$ cat src/rtl/entry_sequencer_pkg.sv
// Shared definitions for the A5/1 entry sequencer: mode encodings, the
// ASCII constants used to classify keystrokes, and the default buffer sizes.
package entry_sequencer_pkg;

  typedef enum logic [1:0] {
    MODE_KEY  = 2'd0,
    MODE_DATA = 2'd1,
    MODE_RUN  = 2'd2,
    MODE_DONE = 2'd3
  } mode_e;

  localparam logic [7:0] ASCII_NUL = 8'h00;
  localparam logic [7:0] PRINT_LO  = 8'h20;
  localparam logic [7:0] PRINT_HI  = 8'h7E;

  localparam int KEY_CHARS_DEF = 8;
  localparam int DATA_MAX_DEF  = 32;

  function automatic logic is_printable(input logic [7:0] c);
    return (c >= PRINT_LO) && (c <= PRINT_HI);
  endfunction

endpackage

$ cat src/rtl/entry_sequencer_index.sv
// bounded_index: synchronous up/down counter that saturates at 0 and at
// `limit`. clr beats inc/dec; inc beats dec.
//   clock, reset : clock / synchronous active-high reset
//   inc, dec, clr: count controls
//   limit        : upper saturation bound
//   value        : current count
//   at_zero      : value == 0
//   at_limit     : value >= limit
module bounded_index #(
  parameter int W = 6
) (
  input  logic         clock,
  input  logic         reset,
  input  logic         inc,
  input  logic         dec,
  input  logic         clr,
  input  logic [W-1:0] limit,
  output logic [W-1:0] value,
  output logic         at_zero,
  output logic         at_limit
);

  assign at_zero  = (value == '0);
  assign at_limit = (value >= limit);

  always_ff @(posedge clock) begin
    if (reset || clr)             value <= '0;
    else if (inc && !at_limit)    value <= value + W'(1);
    else if (dec && !at_zero)     value <= value - W'(1);
  end

endmodule

$ cat src/rtl/entry_sequencer.sv
// entry_sequencer: keystroke front end for the A5/1 encrypt/decrypt path.
// Walks KEY -> DATA -> RUN -> DONE, owns the key/data write indices and
// issues buffer writes plus a one-cycle cipher start. All outputs are
// registered, so a keystroke's effect shows one cycle after key_valid.
//   clock, reset           : clock / synchronous active-high reset
//   key_valid/ascii/enter/bksp : decoded keystroke strobe and attributes
//   cipher_done            : run-complete pulse from the cipher core
//   mode                   : 0 KEY, 1 DATA, 2 RUN, 3 DONE
//   wr_en/sel/addr/data    : buffer write port (sel 0 key, 1 data)
//   key_len, data_len      : characters currently held
//   cipher_start, err      : one-cycle pulses
module entry_sequencer
  import entry_sequencer_pkg::*;
#(
  parameter int KEY_CHARS = KEY_CHARS_DEF,
  parameter int DATA_MAX  = DATA_MAX_DEF,
  parameter int IDX_W     = 6
) (
  input  logic             clock,
  input  logic             reset,
  input  logic             key_valid,
  input  logic [7:0]       key_ascii,
  input  logic             key_enter,
  input  logic             key_bksp,
  input  logic             cipher_done,
  output logic [1:0]       mode,
  output logic             wr_en,
  output logic             wr_sel,
  output logic [IDX_W-1:0] wr_addr,
  output logic [7:0]       wr_data,
  output logic [IDX_W-1:0] key_len,
  output logic [IDX_W-1:0] data_len,
  output logic             cipher_start,
  output logic             err
);

  mode_e state;
  assign mode = state;

  // Keystroke classes; Enter outranks Backspace, anything non-printable
  // without either flag falls through and is ignored.
  logic kv_enter, kv_bksp, kv_print;
  assign kv_enter = key_valid & key_enter;
  assign kv_bksp  = key_valid & ~key_enter & key_bksp;
  assign kv_print = key_valid & ~key_enter & ~key_bksp & is_printable(key_ascii);

  logic in_key, in_data, in_done;
  assign in_key  = (state == MODE_KEY);
  assign in_data = (state == MODE_DATA);
  assign in_done = (state == MODE_DONE);

  logic key_empty, key_full, data_empty, data_full;

  // Counters saturate, so overflow/underflow keystrokes leave them unchanged
  // while the FSM below raises err instead of writing.
  bounded_index #(.W(IDX_W)) u_key_idx (
    .clock    (clock),
    .reset    (reset),
    .inc      (in_key & kv_print),
    .dec      (in_key & kv_bksp),
    .clr      (in_done & kv_bksp),
    .limit    (IDX_W'(KEY_CHARS)),
    .value    (key_len),
    .at_zero  (key_empty),
    .at_limit (key_full)
  );

  bounded_index #(.W(IDX_W)) u_data_idx (
    .clock    (clock),
    .reset    (reset),
    .inc      (in_data & kv_print),
    .dec      (in_data & kv_bksp),
    .clr      (in_done & (kv_enter | kv_bksp)),
    .limit    (IDX_W'(DATA_MAX)),
    .value    (data_len),
    .at_zero  (data_empty),
    .at_limit (data_full)
  );

  always_ff @(posedge clock) begin
    if (reset) begin
      state        <= MODE_KEY;
      wr_en        <= 1'b0;
      wr_sel       <= 1'b0;
      wr_addr      <= '0;
      wr_data      <= '0;
      cipher_start <= 1'b0;
      err          <= 1'b0;
    end else begin
      wr_en        <= 1'b0;
      cipher_start <= 1'b0;
      err          <= 1'b0;
      unique case (state)
        MODE_KEY: begin
          if (kv_enter) begin
            if (key_full) state <= MODE_DATA;
            else          err   <= 1'b1;
          end else if (kv_bksp) begin
            if (key_empty) err <= 1'b1;
            else begin
              wr_en   <= 1'b1;
              wr_sel  <= 1'b0;
              wr_addr <= key_len - IDX_W'(1);
              wr_data <= ASCII_NUL;
            end
          end else if (kv_print) begin
            if (key_full) err <= 1'b1;
            else begin
              wr_en   <= 1'b1;
              wr_sel  <= 1'b0;
              wr_addr <= key_len;
              wr_data <= key_ascii;
            end
          end
        end
        MODE_DATA: begin
          if (kv_enter) begin
            if (data_empty) err <= 1'b1;
            else begin
              state        <= MODE_RUN;
              cipher_start <= 1'b1;
            end
          end else if (kv_bksp) begin
            // Backspace on an empty message steps back to key editing.
            if (data_empty) state <= MODE_KEY;
            else begin
              wr_en   <= 1'b1;
              wr_sel  <= 1'b1;
              wr_addr <= data_len - IDX_W'(1);
              wr_data <= ASCII_NUL;
            end
          end else if (kv_print) begin
            if (data_full) err <= 1'b1;
            else begin
              wr_en   <= 1'b1;
              wr_sel  <= 1'b1;
              wr_addr <= data_len;
              wr_data <= key_ascii;
            end
          end
        end
        MODE_RUN: begin
          if (cipher_done) state <= MODE_DONE;
          if (kv_enter || kv_bksp || kv_print) err <= 1'b1;
        end
        MODE_DONE: begin
          if (kv_enter)      state <= MODE_DATA;
          else if (kv_bksp)  state <= MODE_KEY;
          else if (kv_print) err   <= 1'b1;
        end
      endcase
    end
  end

endmodule
$ cat config.mk
export PLATFORM = sky130hd
export DESIGN_NAME = entry_sequencer
export DESIGN_NICKNAME = d
export VERILOG_FILES = /design/src/rtl/entry_sequencer_pkg.sv /design/src/rtl/entry_sequencer_index.sv /design/src/rtl/entry_sequencer.sv
export SDC_FILE = /design/constraint.sdc
export NUM_CORES = 1
export LEC_CHECK = 0
export ABC_AREA = 1
export BUFFER_PORTS_ARGS = -buffer_cell sky130_fd_sc_hd__buf_2
export CAP_MARGIN = 0
export CORE_MARGIN = 1
export CORE_UTILIZATION = 55
export CTS_CLUSTER_SIZE = 16
export DETAILED_ROUTE_END_ITERATION = 12
export PLACE_DENSITY = 0.86
export SLEW_MARGIN = 20
export SYNTH_ARGS = -nofsm -noshare
export SYNTH_HDL_FRONTEND = slang
export SYNTH_SLANG_ARGS = --single-unit
$ cat constraint.sdc
create_clock -name clock -period 1.95 [get_ports clock]
set_input_delay 0.39 -clock clock [delete_from_list [all_inputs] [get_ports clock]]
set_output_delay 0.39 -clock clock [all_outputs]
set_load 0.02 [all_outputs]
After elaboration in Yosys (flattened, before gate mapping)
Index checks and enable logic that the tools add are counted.
{ "op_classes": {"n_addsub": 4, "magnitude_cmp": 4, "n_eq_ne": 18, "muxes": 73, "bitwise_logic": 16, "n_reduce_logical": 22} }
{ "op_table": {"columns": ["op", "count"], "rows": [
  ["6-bit two-way mux", 14],
  ["8-bit two-way mux", 10],
  ["1-bit two-way mux", 34],
  ["3-bit != test (second input constant)", 9],
  ["2-bit two-way mux", 9],
  ["8-bit one-hot mux with 2 select lines", 1],
  ["6-bit by 1-bit adder with 6-bit output (second input constant)", 2],
  ["6-bit zero test", 2],
  ["6-bit one-hot mux with 2 select lines", 1],
  ["6-bit by 1-bit subtractor with 6-bit output (second input constant)", 2],
  ["1-bit bitwise AND", 11],
  ["9-bit AND reduction", 1],
  ["8-bit by 6-bit >= comparator with 1-bit output (second input constant)", 1],
  ["8-bit by 7-bit <= comparator with 1-bit output (second input constant)", 1],
  ["2-bit != test (second input constant)", 4],
  ["2-bit one-hot mux with 4 select lines", 1],
  ["7-bit AND reduction", 1],
  ["6-bit by 4-bit >= comparator with 1-bit output (second input constant)", 1],
  ["6-bit >= comparator (second input constant)", 1],
  ["2-bit nonzero test", 3],
  ["1-bit logical AND", 5],
  ["2-bit equality test (second input constant)", 2],
  ["1-bit zero test", 4],
  ["1-bit logical OR", 4],
  ["other kinds (9)", 13]
]} }
{ "totals": {"regBits": 32} }

Logic depth before layout (Yosys ltp)
Gate-level depths: netlist of run 1.
{ "logic_depth": {"ltp_word": 8, "mapped_depth": 12} }

Hierarchy
A second synthesis of run 1 with hierarchy kept.
{ "unflattened": {"cells_unflattened": 439, "area_unflattened_um2": 2792.7} }
{ "by_module_without_submodules": {"columns": ["module", "instances", "cells_per_inst", "area_each_um2", "seq_area_each_um2"], "rows": [
  ["entry_sequencer", 1, 255, 1506.4, 400.4],
  ["bounded_index", 2, 92, 643.1, 120.1]
]} }

Least setup slack after synthesis of run 1
Ideal clock, no wire load.
{ "synth_timing": {"path_type": "flip-flop to flip-flop", "from": "register u_key_idx.value[0]", "to": "register wr_data[5]", "t_arrival_ns": 1.566, "required_ns": 1.836, "setup_slack_ns": 0.270, "stages_incl_launch_ff": 12, "n_path_buf": 1, "period_less_slack_ns": 1.680, "cell_sequence": "dfxtp_1 inv_1 ha_1 nand2_1 nor2_2 nand2_1 nand2_1 nor2_2 buf_6 nand3_1 nand2_1 nor2_2"} }
{ "synth_between": {"elab_chain_cells": 3} }
{ "synth_rtl": {"columns": ["element", "line_no", "rtl"], "rows": [
  ["start, declared", "entry_sequencer_index.sv:18", "output logic [W-1:0] value,"],
  ["start signal, assigned", "entry_sequencer_index.sv:28", "else if (inc && !at_limit) value <= value + W'(1);"],
  ["start signal, assigned", "entry_sequencer_index.sv:29", "else if (dec && !at_zero) value <= value - W'(1);"],
  ["6-bit by 4-bit >= comparator with 1-bit output / 6-bit zero test (equally long branches)", "entry_sequencer_index.sv:24, entry_sequencer_index.sv:23", null],
  ["3-bit != test (no line)", null, null],
  ["9-bit AND reduction (no line) *", null, null],
  ["end signal, assigned", "entry_sequencer.sv:112", "wr_data <= key_ascii;"],
  ["end signal, assigned", "entry_sequencer.sv:138", "wr_data <= key_ascii;"],
  ["end, declared", "entry_sequencer.sv:30", "output logic [7:0] wr_data,"]
]} }
Mark *: on every way between the ends. The rest lies on a longest branch, timed or not.
A chain may end at the register's enable or synchronous reset.

Worst setup path after layout of run 1
{ "layout_timing": {"from": "register u_data_idx.value[0]", "to": "register wr_addr[5]"} }
{ "layout_between": {"elab_chain_cells": 5} }
{ "layout_rtl": {"columns": ["element", "line_no", "rtl"], "rows": [
  ["start, declared", "entry_sequencer_index.sv:18", null],
  ["start signal, assigned", "entry_sequencer_index.sv:28", null],
  ["start signal, assigned", "entry_sequencer_index.sv:29", null],
  ["6-bit by 1-bit subtractor with 6-bit output", "entry_sequencer.sv:129", "wr_addr <= data_len - IDX_W'(1);"],
  ["6-bit two-way mux", "entry_sequencer.sv:125", "if (data_empty) state <= MODE_KEY;"],
  ["6-bit two-way mux", "entry_sequencer.sv:123", "end else if (kv_bksp) begin"],
  ["6-bit two-way mux", "entry_sequencer.sv:117", "if (kv_enter) begin"],
  ["6-bit one-hot mux with 2 select lines", "entry_sequencer.sv:93", "unique case (state)"],
  ["end signal, assigned", "entry_sequencer.sv:103", "wr_addr <= key_len - IDX_W'(1);"],
  ["end signal, assigned", "entry_sequencer.sv:129", null],
  ["end signal, assigned", "entry_sequencer.sv:137", "wr_addr <= data_len;"],
  ["end, declared", "entry_sequencer.sv:29", "output logic [IDX_W-1:0] wr_addr,"]
]} }
Several ways; a longest one is shown, not always the timed one. The select of a mux whose other input is x is not followed.

==> key figures, run 1 <==
Global routing
  – Largest net degree at the start of global routing: 15
  – Gr ovfl total: 0
  – Global-route wire length before repair: approximately 9000 um
  – Global Route Usage Sum: roughly a quarter
  – Number of global-route vias before repair: around 2,100
  – Initial antenna violation count: 0

Synthesis
  – Yosys top cell area share: between 20% and 30%
  – Synth top area cells: dfxtp_1, nand2_1, nor2_1
  – EDFF count, synth: 0
  – Synth cell count leaders: nand2_1, nor2_1, nand3_1
  – Count leader, synth: nand2_1
  – Synth area leader: dfxtp_1
  – Syn_area_per_cell: around 6.3 um^2
  – Gate Count Post-Synth: 360
  – Yosys warning total: 0
  – Sequential share of the synthesized area: ~28%
  – Synth cell types: 36
  – Synthesis-stage register bit count: 32
  – Top FF cell, synth: dfxtp_1
  – Syn Nets: roughly 380
  – Syn Std Cell Area: approximately 2300 um^2
  – Async SR Flop Fraction: 0%

Pwr
  – Worst vdd ir: 0.444 mV
  – Power per cell area: 633 nW/um^2
  – Leakage: approximately 1.4 nW

CTS
  – Clock Sink Count: 32
  – CTS clk-pin slew, worst paths: roughly 0.070 ns
  – Hold_buf cts: 0
  – Clock Tree Root: clkbuf_8
  – Longest Clk Path Bufs: 2
  – CTS tree: done
  – Clk_lat worst skew: around 0.29 ns
  – H-tree depth: 2
  – TritonCTS buffer count: 5

Floorplan
  – Die area: ~4400 um^2
  – Die X: approximately 66 um
  – Initial Utilization: 57.3%
  – Die Y: about 66 um
  – Core area: 3970 um^2
  – Cell Rows: 23
  – IO Count: 46

Setup path
  – Critical Path RT: approximately 2.1 ns
  – CP Launch Type: flip-flop
  – Kind of end point of the critical path: flip-flop
  – Max FO, Critical Path: 12
  – Crit path kind: flip-flop to flip-flop
  – Worst path arrival time: ~2 ns
  – Flop-to-flop setup slack: about 0.19 ns

Cells and area
  – Area Growth Syn to Fin: 16.4%
  – Layout cell share with drive strength beyond 1: a little under a quarter
  – N_diodes: 0
  – Final #Nets: about 430

STA
  – Fmax: approximately 0.57 GHz
  – # setup viols final: 0
  – Setup Total Neg Slack: 0 ns
  – Hold WS: between 0.4 and 0.5 ns
  – Period minus WS final: ~1.8 ns
  – Tcrit/Tclk final: 90.3%
  – Max Slew Vio Count: 0
  – Unrepaired setup endpoints after global routing: false
  – Worst-Margin Slew: around 0.40 ns
  – Final Skew: 0.00480 ns
  – Slew margin rel.: 73.0%
  – Final Hold Vio Count: 0

Placement
  – Post-DP HPWL: a little over 4000 um
  – Buffers on Ports: 45
  – Placer Congestion: 0.927

Detailed routing
  – Drt pass-1 iters: 5
  – Final antenna-violating net count: 0
  – Detailed Route WL: roughly 5400 um
  – Starting DRC count in detailed routing: between 100 and 150
  – Per-cell routed wire length: 11.7 um
  – Via density: approximately 5.2
  – Vias: 2,382
  – DRC: 0

Outcome
  – Run status: completed

Hold path
  – Hold crit path type: input port to flip-flop

Job
  – # Max-Cap Violations: 0
path summary, 6_finish.rpt:
path                                    start                      end  depth (start not counted)
min reg2reg           wr_data[7]$_SDFFE_PP0P_  wr_data[7]$_SDFFE_PP0P_                          2
max          u_data_idx.value[0]$_SDFFE_PP0P_  wr_addr[5]$_SDFFE_PP0P_                          9
min                                     reset         wr_en$_SDFF_PP0_                          2
max reg2reg  u_data_idx.value[0]$_SDFFE_PP0P_  wr_addr[5]$_SDFFE_PP0P_                          9
registers in the layout (all words and copies together), names as in the netlist, named ones only:
name	flops
u_data_idx.value	6
wr_addr	6
mode	1
wr_sel	1
u_key_idx.value	6
wr_en	1
cipher_start	1
wr_data	8
err	1
cell families after synthesis:
kind of cell | count (synthesis) | synth area share [%]
xor gates and xnor gates | 7 | 2.70
buffers and inverters | 50 | 9.74
AOI/OAI and AO/OA | 36 | 8.64
muxes | 1 | 0.440
adders and majority gates | 5 | 2.75
DFF | 32 | 28.2
and+or+nand+nor | 229 | 47.6
worst max-delay path, cell delays in order (launching register included):
cell     delay (ns)
dfxtp_1        0.35
inv_1          0.18
ha_1           0.29
nand3_2        0.16
a21oi_1        0.28
nor2_4         0.11
nand2_2        0.13
nand2_1        0.06
nand2_1        0.06
nor2_1         0.04
metal layers:
layer	routed length, um	global-route usage, %	share of wire [%]
met5	0	0	0
met4	78	10.6	1.5
met3	417	6.03	7.8
met2	2530	45.0	47
met1	2330	31.5	43
layout make-up:
cell class | count | area, um^2
multi-input combinational | 278 | 1420
fill | 363 | 1320
sequential | 32 | 641
timing repair buffer | 51 | 270
inverter | 39 | 146
clock buffer | 5 | 68.8
tap | 50 | 62.6
clock inverter | 3 | 42.5
cell usage in the layout (no fill, tap or decap), types with 6 or more instances in the layout:
| master | Yosys | routed |
|---|---|---|
| a21oi_1 | 17 | 17 |
| buf_2 | 3 | 45 |
| buf_4 | 2 | 6 |
| dfxtp_1 | 32 | 32 |
| inv_1 | 33 | 33 |
| inv_2 | 6 | 6 |
| nand2_1 | 102 | 102 |
| nand3_1 | 34 | 34 |
| nor2_1 | 59 | 59 |
| nor2_2 | 8 | 7 |
| o21ai_0 | 11 | 11 |
where the power goes:
part           leakage (nW)  internal, mW  switching (mW)  total [mW]
Clock                0.0541         0.378           0.258       0.636
Sequential            0.260         0.680          0.0186       0.699
Combinational          1.11         0.118           0.223       0.341
timing repair:
item / CTS / global route
setup endpoints to repair: 0 / 11
resized for setup: 0 / 1
buffers inserted: 0 / 0
metrics by stage:
stage	std cells	cell area [um^2]	worst slack [ns]	power (mW)	util, %
global placement	450	2530	0.193	1.04	63.8
global route	458	2650	0.0148	1.76	66.7
detailed placement	450	2530	0.0944	1.05	63.8
floorplan	360	2270	0.270	0.968	-
CTS	458	2640	0.0721	1.68	66.6
finish	458	2650	0.189	1.68	66.7
Note: power is estimated with default switching activity, not from simulation.
==> run 2, diff against run 1 <==
--- a/config.mk
+++ b/config.mk
@@ -12,7 +12,7 @@
 export CORE_UTILIZATION = 55
 export CTS_CLUSTER_SIZE = 16
 export DETAILED_ROUTE_END_ITERATION = 12
-export PLACE_DENSITY = 0.86
+export PLACE_DENSITY_LB_ADDON = 0.1
 export SLEW_MARGIN = 20
 export SYNTH_ARGS = -nofsm -noshare
 export SYNTH_HDL_FRONTEND = slang
==> key figures, run 2 (synthesis results as in run 1) <==
Outcome
  – Run status: completed

CTS
  – Clk_lat worst skew: 0.29 ns (about the same)
  – # Post-CTS Setup Buffers: 0 (unchanged)
  – CTS tree: done
  – Longest Clk Path Bufs: 2 (unchanged)
  – TritonCTS buffer count: 5 (unchanged)
  – Clock Sink Count: 32 (unchanged)
  – CTS clk-pin slew, worst paths: 0.07 ns (about the same)
  – Clock Tree Root: clkbuf_8
  – H-tree depth: 2 (unchanged)

Floorplan
  – Die Y: 66.3 um (unchanged)
  – IO Count: 46 (unchanged)
  – Initial Utilization: 57.3% (unchanged)
  – Core area: 3970 um^2 (unchanged)
  – Die area: 4400 um^2 (unchanged)
  – Die X: 66.3 um (unchanged)
  – Cell Rows: 23 (unchanged)

STA
  – Worst-Margin Slew: 0.433 ns (+0.0285 ns)
  – Unrepaired setup endpoints after global routing: false
  – Slew margin rel.: 71.1% (-1.9 points)
  – Final Hold Vio Count: 0 (unchanged)
  – Final Skew: 0.00715 ns (+0.00235 ns)
  – Period minus WS final: 1.69 ns (-0.0753 ns)
  – Setup Total Neg Slack: 0 ns (unchanged)
  – Tcrit/Tclk final: 86.5% (-3.9 points)
  – Fmax: 0.593 GHz (+4.5%)
  – # setup viols final: 0 (unchanged)
  – Max Slew Vio Count: 0 (unchanged)

Detailed routing
  – Per-cell routed wire length: 11.8 um (+1.0%)
  – Starting DRC count in detailed routing: 143 (-3.4%)
  – Final antenna-violating net count: 0 (unchanged)
  – Vias: 2,318 (-2.7%)
  – Via density: 5.05 (-2.9%)
  – DRC: 0 (unchanged)
  – Detailed Route WL: 5420 um (+1.3%)
  – Drt pass-1 iters: 4 (-1)

Placement
  – Post-DP HPWL: 4150 um (+1.8%)
  – Placer Congestion: 0.907 (-2.1%)
  – Buffers on Ports: 45 (unchanged)
  – Inst Count DP: 451 (+0.22%)

Pwr
  – Clock power share: 38.0% (about the same)
  – Comb pwr share: 20.3% (about the same)
  – Worst vdd ir: 0.390 mV (-12%)
  – Sw frac: 29.8% (about the same)
  – NetSw: 0.500 mW (+0.13%)
  – Leakage: 1.43 nW (+0.24%)
  – Sequential share of power: 41.7% (about the same)
  – Pint: 1.18 mW (about the same)
  – Power per cell area: 631 nW/um^2 (-0.26%)

Setup path
  – Worst path arrival time: 1.91 ns (-0.04 ns)
  – Critical Path RT: 2.18 ns (+0.04 ns)
  – Worst path cell trace: inv_1 > ha_1 > nand2_1 > nor2_2 > nand2_1 > nand2_1 > nor2_4 > nand2_2 > nand2_1 > nand2_1 > nor2_1
  – Crit path kind: flip-flop to flip-flop
  – CP Launch Type: flip-flop
  – Slowest CP cell: dfxtp_1
  – Largest stage delay, worst path: 0.43 ns (+0.08 ns)
  – Max FO, Critical Path: 12 (unchanged)
  – Crit-path most repeated cell: nand2_1
  – Kind of end point of the critical path: flip-flop

Global routing
  – Gr ovfl total: 0 (unchanged)
  – Largest net degree at the start of global routing: 15 (unchanged)
  – Number of global-route vias before repair: 2,038 (-1.6%)
  – Global-route wire length before repair: 8940 um (+1.5%)
  – Global Route Usage Sum: 26.7% (+0.41 points)
  – Initial antenna violation count: 0 (unchanged)

Cells and area
  – Commonest cells after routing, fill and taps aside: nand2_1, nor2_1, buf_2, nand3_1, inv_1
  – Final Non-Filler Cells: 459 (+0.22%)
  – N_diodes: 0 (unchanged)
  – Area Growth Syn to Fin: 16.8%
  – Max reg flops: 8 (unchanged)
  – Layout cell share with drive strength beyond 1: 23.5% (+0.43 points)
  – Largest Register: wr_data
  – Most common cell after layout, fill and taps aside: nand2_1
  – Final #Nets: 427 (+0.23%)

Hold path
  – Hold crit path type: input port to flip-flop

Job
  – # Max-Cap Violations: 0 (unchanged)
## run 2: power groups by stage
stage / Clock (mW) / Sequential [mW] / Combinational (mW)
3_5_place_dp: 0 / 0.714 / 0.337
3_3_place_gp: 0 / 0.714 / 0.333
6_report: 0.637 / 0.700 / 0.341
2_1_floorplan: 0 / 0.745 / 0.223
5_1_grt: 0.682 / 0.703 / 0.383
4_1_cts: 0.647 / 0.699 / 0.339
## run 2: cell type report
type	instances	area [um^2]
Clock buffer	5	68.8
Clock inverter	3	42.5
Fill cell	391	1310
Inverter	39	146
Multi-Input combinational cell	278	1420
Sequential cell	32	642
Tap cell	50	62.6
Timing Repair Buffer	52	278
## run 2: worst max-delay path, delay by kind of cell (launching register included)
family,cells,cell delay (ns)
flip-flops,1,0.43
adder cells (fa/ha/maj),1,0.19
AND/OR/NAND/NOR,9,0.90
buffers and inverters,1,0.11
## run 2: worst paths after layout
check                                       start                 endpoint  slack [ns]  cells after the start
hold / removal                              reset  wr_data[7]$_SDFFE_PP0P_        0.44                      2
setup / recovery  u_key_idx.value[1]$_SDFFE_PP0P_  wr_data[0]$_SDFFE_PP0P_        0.26                     11
setup reg to reg  u_key_idx.value[1]$_SDFFE_PP0P_  wr_data[0]$_SDFFE_PP0P_        0.26                     11
hold reg to reg           wr_data[7]$_SDFFE_PP0P_  wr_data[7]$_SDFFE_PP0P_        0.44                      2
## run 2: stage by stage
step	util [%]	power [mW]	area, um^2	hold WS [ns]	worst slack, ns
detailed placement	64.0	1.05	2540	0.430	0.102
global route	66.9	1.77	2660	0.429	0.0208
floorplan	-	0.968	2270	0.515	0.270
global placement	64.0	1.05	2540	0.429	0.158
CTS	66.8	1.68	2650	0.429	0.137
finish	66.9	1.68	2660	0.437	0.264
## run 2: metal layers
layer	track usage, %	vias to the layer above	wire length, um
li1	-	1221	-
met5	0	-	0
met2	45.7	57	2500
met3	5.17	8	284
met1	33.1	1032	2550
met4	9.31	0	82
## run 2: timing repair
action / in CTS / in global routing
gates resized for setup: 0 / 2
hold buffers: 0 / 0
setup endpoints to repair: 0 / 4
==> run 3, diff against run 2 <==
--- a/config.mk
+++ b/config.mk
@@ -10,6 +10,7 @@
 export CAP_MARGIN = 0
 export CORE_MARGIN = 1
 export CORE_UTILIZATION = 55
+export CTS_BUF_LIST = sky130_fd_sc_hd__clkbuf_16
 export CTS_CLUSTER_SIZE = 16
 export DETAILED_ROUTE_END_ITERATION = 12
 export PLACE_DENSITY_LB_ADDON = 0.1
==> key figures, run 3 (synthesis results as in run 1) <==
Cells and area
  – Most common cell after layout, fill and taps aside: nand2_1
  – Fin area: 2710 um^2 (+2.1%)
  – Final #Nets: 427 (unchanged)
  – Area Growth Syn to Fin: 19.3%
  – Layout cell share with drive strength beyond 1: 23.5% (unchanged)
  – Largest Register: wr_data
  – Commonest cells after routing, fill and taps aside: nand2_1, nor2_1, buf_2, nand3_1, inv_1
  – Final core utilization: 68.3% (+1.4 points)
  – Max reg flops: 8 (unchanged)
  – Final Non-Filler Cells: 459 (unchanged)
  – N_diodes: 0 (unchanged)

Setup path
  – Worst path cell trace: inv_1 > ha_1 > nand2_1 > nor2_2 > nand2_1 > nand2_1 > nor2_4 > nand2_2 > nand2_1 > nand2_1 > nor2_1
  – R2R Path Start: u_key_idx.value[1]$_SDFFE_PP0P_
  – Critical Path RT: 2.16 ns (-0.02 ns)
  – WP buf/inv: 1 (unchanged)
  – Max FO, Critical Path: 12 (unchanged)
  – Slowest CP cell: dfxtp_1
  – Largest stage delay, worst path: 0.42 ns (about the same)
  – Delay-heaviest family, CP: simple AND/OR/NAND/NOR gates
  – Crit-path most repeated cell: nand2_1
  – Worst setup path startpoint: u_key_idx.value[1]$_SDFFE_PP0P_
  – Crit path kind: flip-flop to flip-flop
  – CP Launch Type: flip-flop
  – Worst path arrival time: 1.91 ns (about the same)
  – Kind of end point of the critical path: flip-flop

Global routing
  – Global Route Usage Sum: 27.1% (+0.40 points)
  – Global-route wire length before repair: 9070 um (+1.5%)
  – Initial antenna violation count: 0 (unchanged)
  – Largest net degree at the start of global routing: 15 (unchanged)
  – Gr ovfl total: 0 (unchanged)
  – Number of global-route vias before repair: 2,072 (+1.7%)

STA
  – Hold WS: 0.436 ns (-0.000269 ns)
  – # setup viols final: 0 (unchanged)
  – Unrepaired setup endpoints after global routing: false
  – Max Slew Vio Count: 0 (unchanged)
  – Final worst slack: 0.253 ns (-0.0106 ns)
  – Final Skew: 0.00439 ns (-0.00276 ns)
  – Slew margin rel.: 70.4% (-0.66 points)
  – Final Hold Vio Count: 0 (unchanged)
  – Period minus WS final: 1.70 ns (+0.0106 ns)
  – Tcrit/Tclk final: 87.0% (+0.54 points)
  – Worst-Margin Slew: 0.443 ns (+0.00986 ns)
  – Setup Total Neg Slack: 0 ns (unchanged)
  – Fmax: 0.589 GHz (-0.63%)

Placement
  – Post-DP HPWL: 4150 um (unchanged)
  – Buffers on Ports: 45 (unchanged)
  – Post-DP Area: 2540 um^2 (unchanged)
  – Inst Count DP: 451 (unchanged)
  – Placer Congestion: 0.907 (unchanged)
  – Pre-CTS setup slack: 0.102 ns (unchanged)

Detailed routing
  – DRC: 0 (unchanged)
  – Drt pass-1 iters: 4 (unchanged)
  – Starting DRC count in detailed routing: 169 (+18%)
  – Via density: 5.13 (+1.6%)
  – Per-cell routed wire length: 12.0 um (+1.7%)
  – Detailed Route WL: 5510 um (+1.7%)
  – Final antenna-violating net count: 0 (unchanged)
  – Vias: 2,354 (+1.6%)

Floorplan
  – IO Count: 46 (unchanged)
  – Initial Utilization: 57.3% (unchanged)
  – Die area: 4400 um^2 (unchanged)
  – Die Y: 66.3 um (unchanged)
  – Core area: 3970 um^2 (unchanged)
  – Die X: 66.3 um (unchanged)
  – Cell Rows: 23 (unchanged)

CTS
  – CTS clk-pin slew, worst paths: 0.05 ns (-0.02 ns)
  – TritonCTS buffer count: 5 (unchanged)
  – CTS tree: done
  – Clk_lat worst skew: 0.28 ns (about the same)
  – H-tree depth: 2 (unchanged)
  – Clock Sink Count: 32 (unchanged)
  – Longest Clk Path Bufs: 2 (unchanged)
  – Hold_buf cts: 0 (unchanged)
  – Clock Tree Root: clkbuf_16

Job
  – # Max-Cap Violations: 0 (unchanged)

Pwr
  – Worst vdd ir: 0.379 mV (-2.8%)
  – Leakage: 1.46 nW (+1.8%)
  – Power per cell area: 711 nW/um^2 (+13%)
  – PnR Total Power: 1.93 mW (+15%)

Outcome
  – Run status: completed

Hold path
  – Hold path start: wr_data[7]$_SDFFE_PP0P_
  – Hold crit path type: flip-flop to flip-flop
-- run 3: cell counts in the layout (fill, tap and decap cells not counted) --
No cell type changed its count.
-- run 3: worst reg2reg max path, delay by kind of cell, from the launching register on --
family / cells / cell delay, ns
flip-flops: 1 / 0.42
AND/OR/NAND/NOR: 9 / 0.91
buffers and inverters: 1 / 0.11
adder cells (fa/ha/maj): 1 / 0.19
-- run 3: path summary, 6_finish.rpt --
check / end / slack, ns / depth (start not counted)
setup / recovery: wr_data[0]$_SDFFE_PP0P_ / 0.25 / 11
hold / removal: wr_data[7]$_SDFFE_PP0P_ / 0.44 / 2
setup reg to reg: wr_data[0]$_SDFFE_PP0P_ / 0.25 / 11
hold reg to reg: wr_data[7]$_SDFFE_PP0P_ / 0.44 / 2
-- run 3: metal layers --
layer	GRT usage, %	part of all wire (%)
met3	4.66	5.2
met5	0	0
met2	45.9	46
met1	33.3	47
met4	12.0	2.0
-- run 3: timing repair --
item                                   CTS  global route
gates resized for setup                  0             2
setup buffers                            0             0
endpoints found under the hold margin    0             0
setup endpoints to repair                0             3
-- run 3: area by class of cell --
| cell class | count | area (um^2) |
|---|---|---|
| multi-input combinational | 278 | 1420 |
| fill | 382 | 1260 |
| sequential | 32 | 642 |
| timing repair buffer | 52 | 278 |
| inverter | 39 | 146 |
| clock buffer | 5 | 125 |
| tap | 50 | 62.6 |
| clock inverter | 3 | 42.5 |
-- run 3: report_power, final --
part           switching, mW  internal (mW)
registers             0.0193          0.682
clock network          0.288          0.599
logic                  0.224          0.118
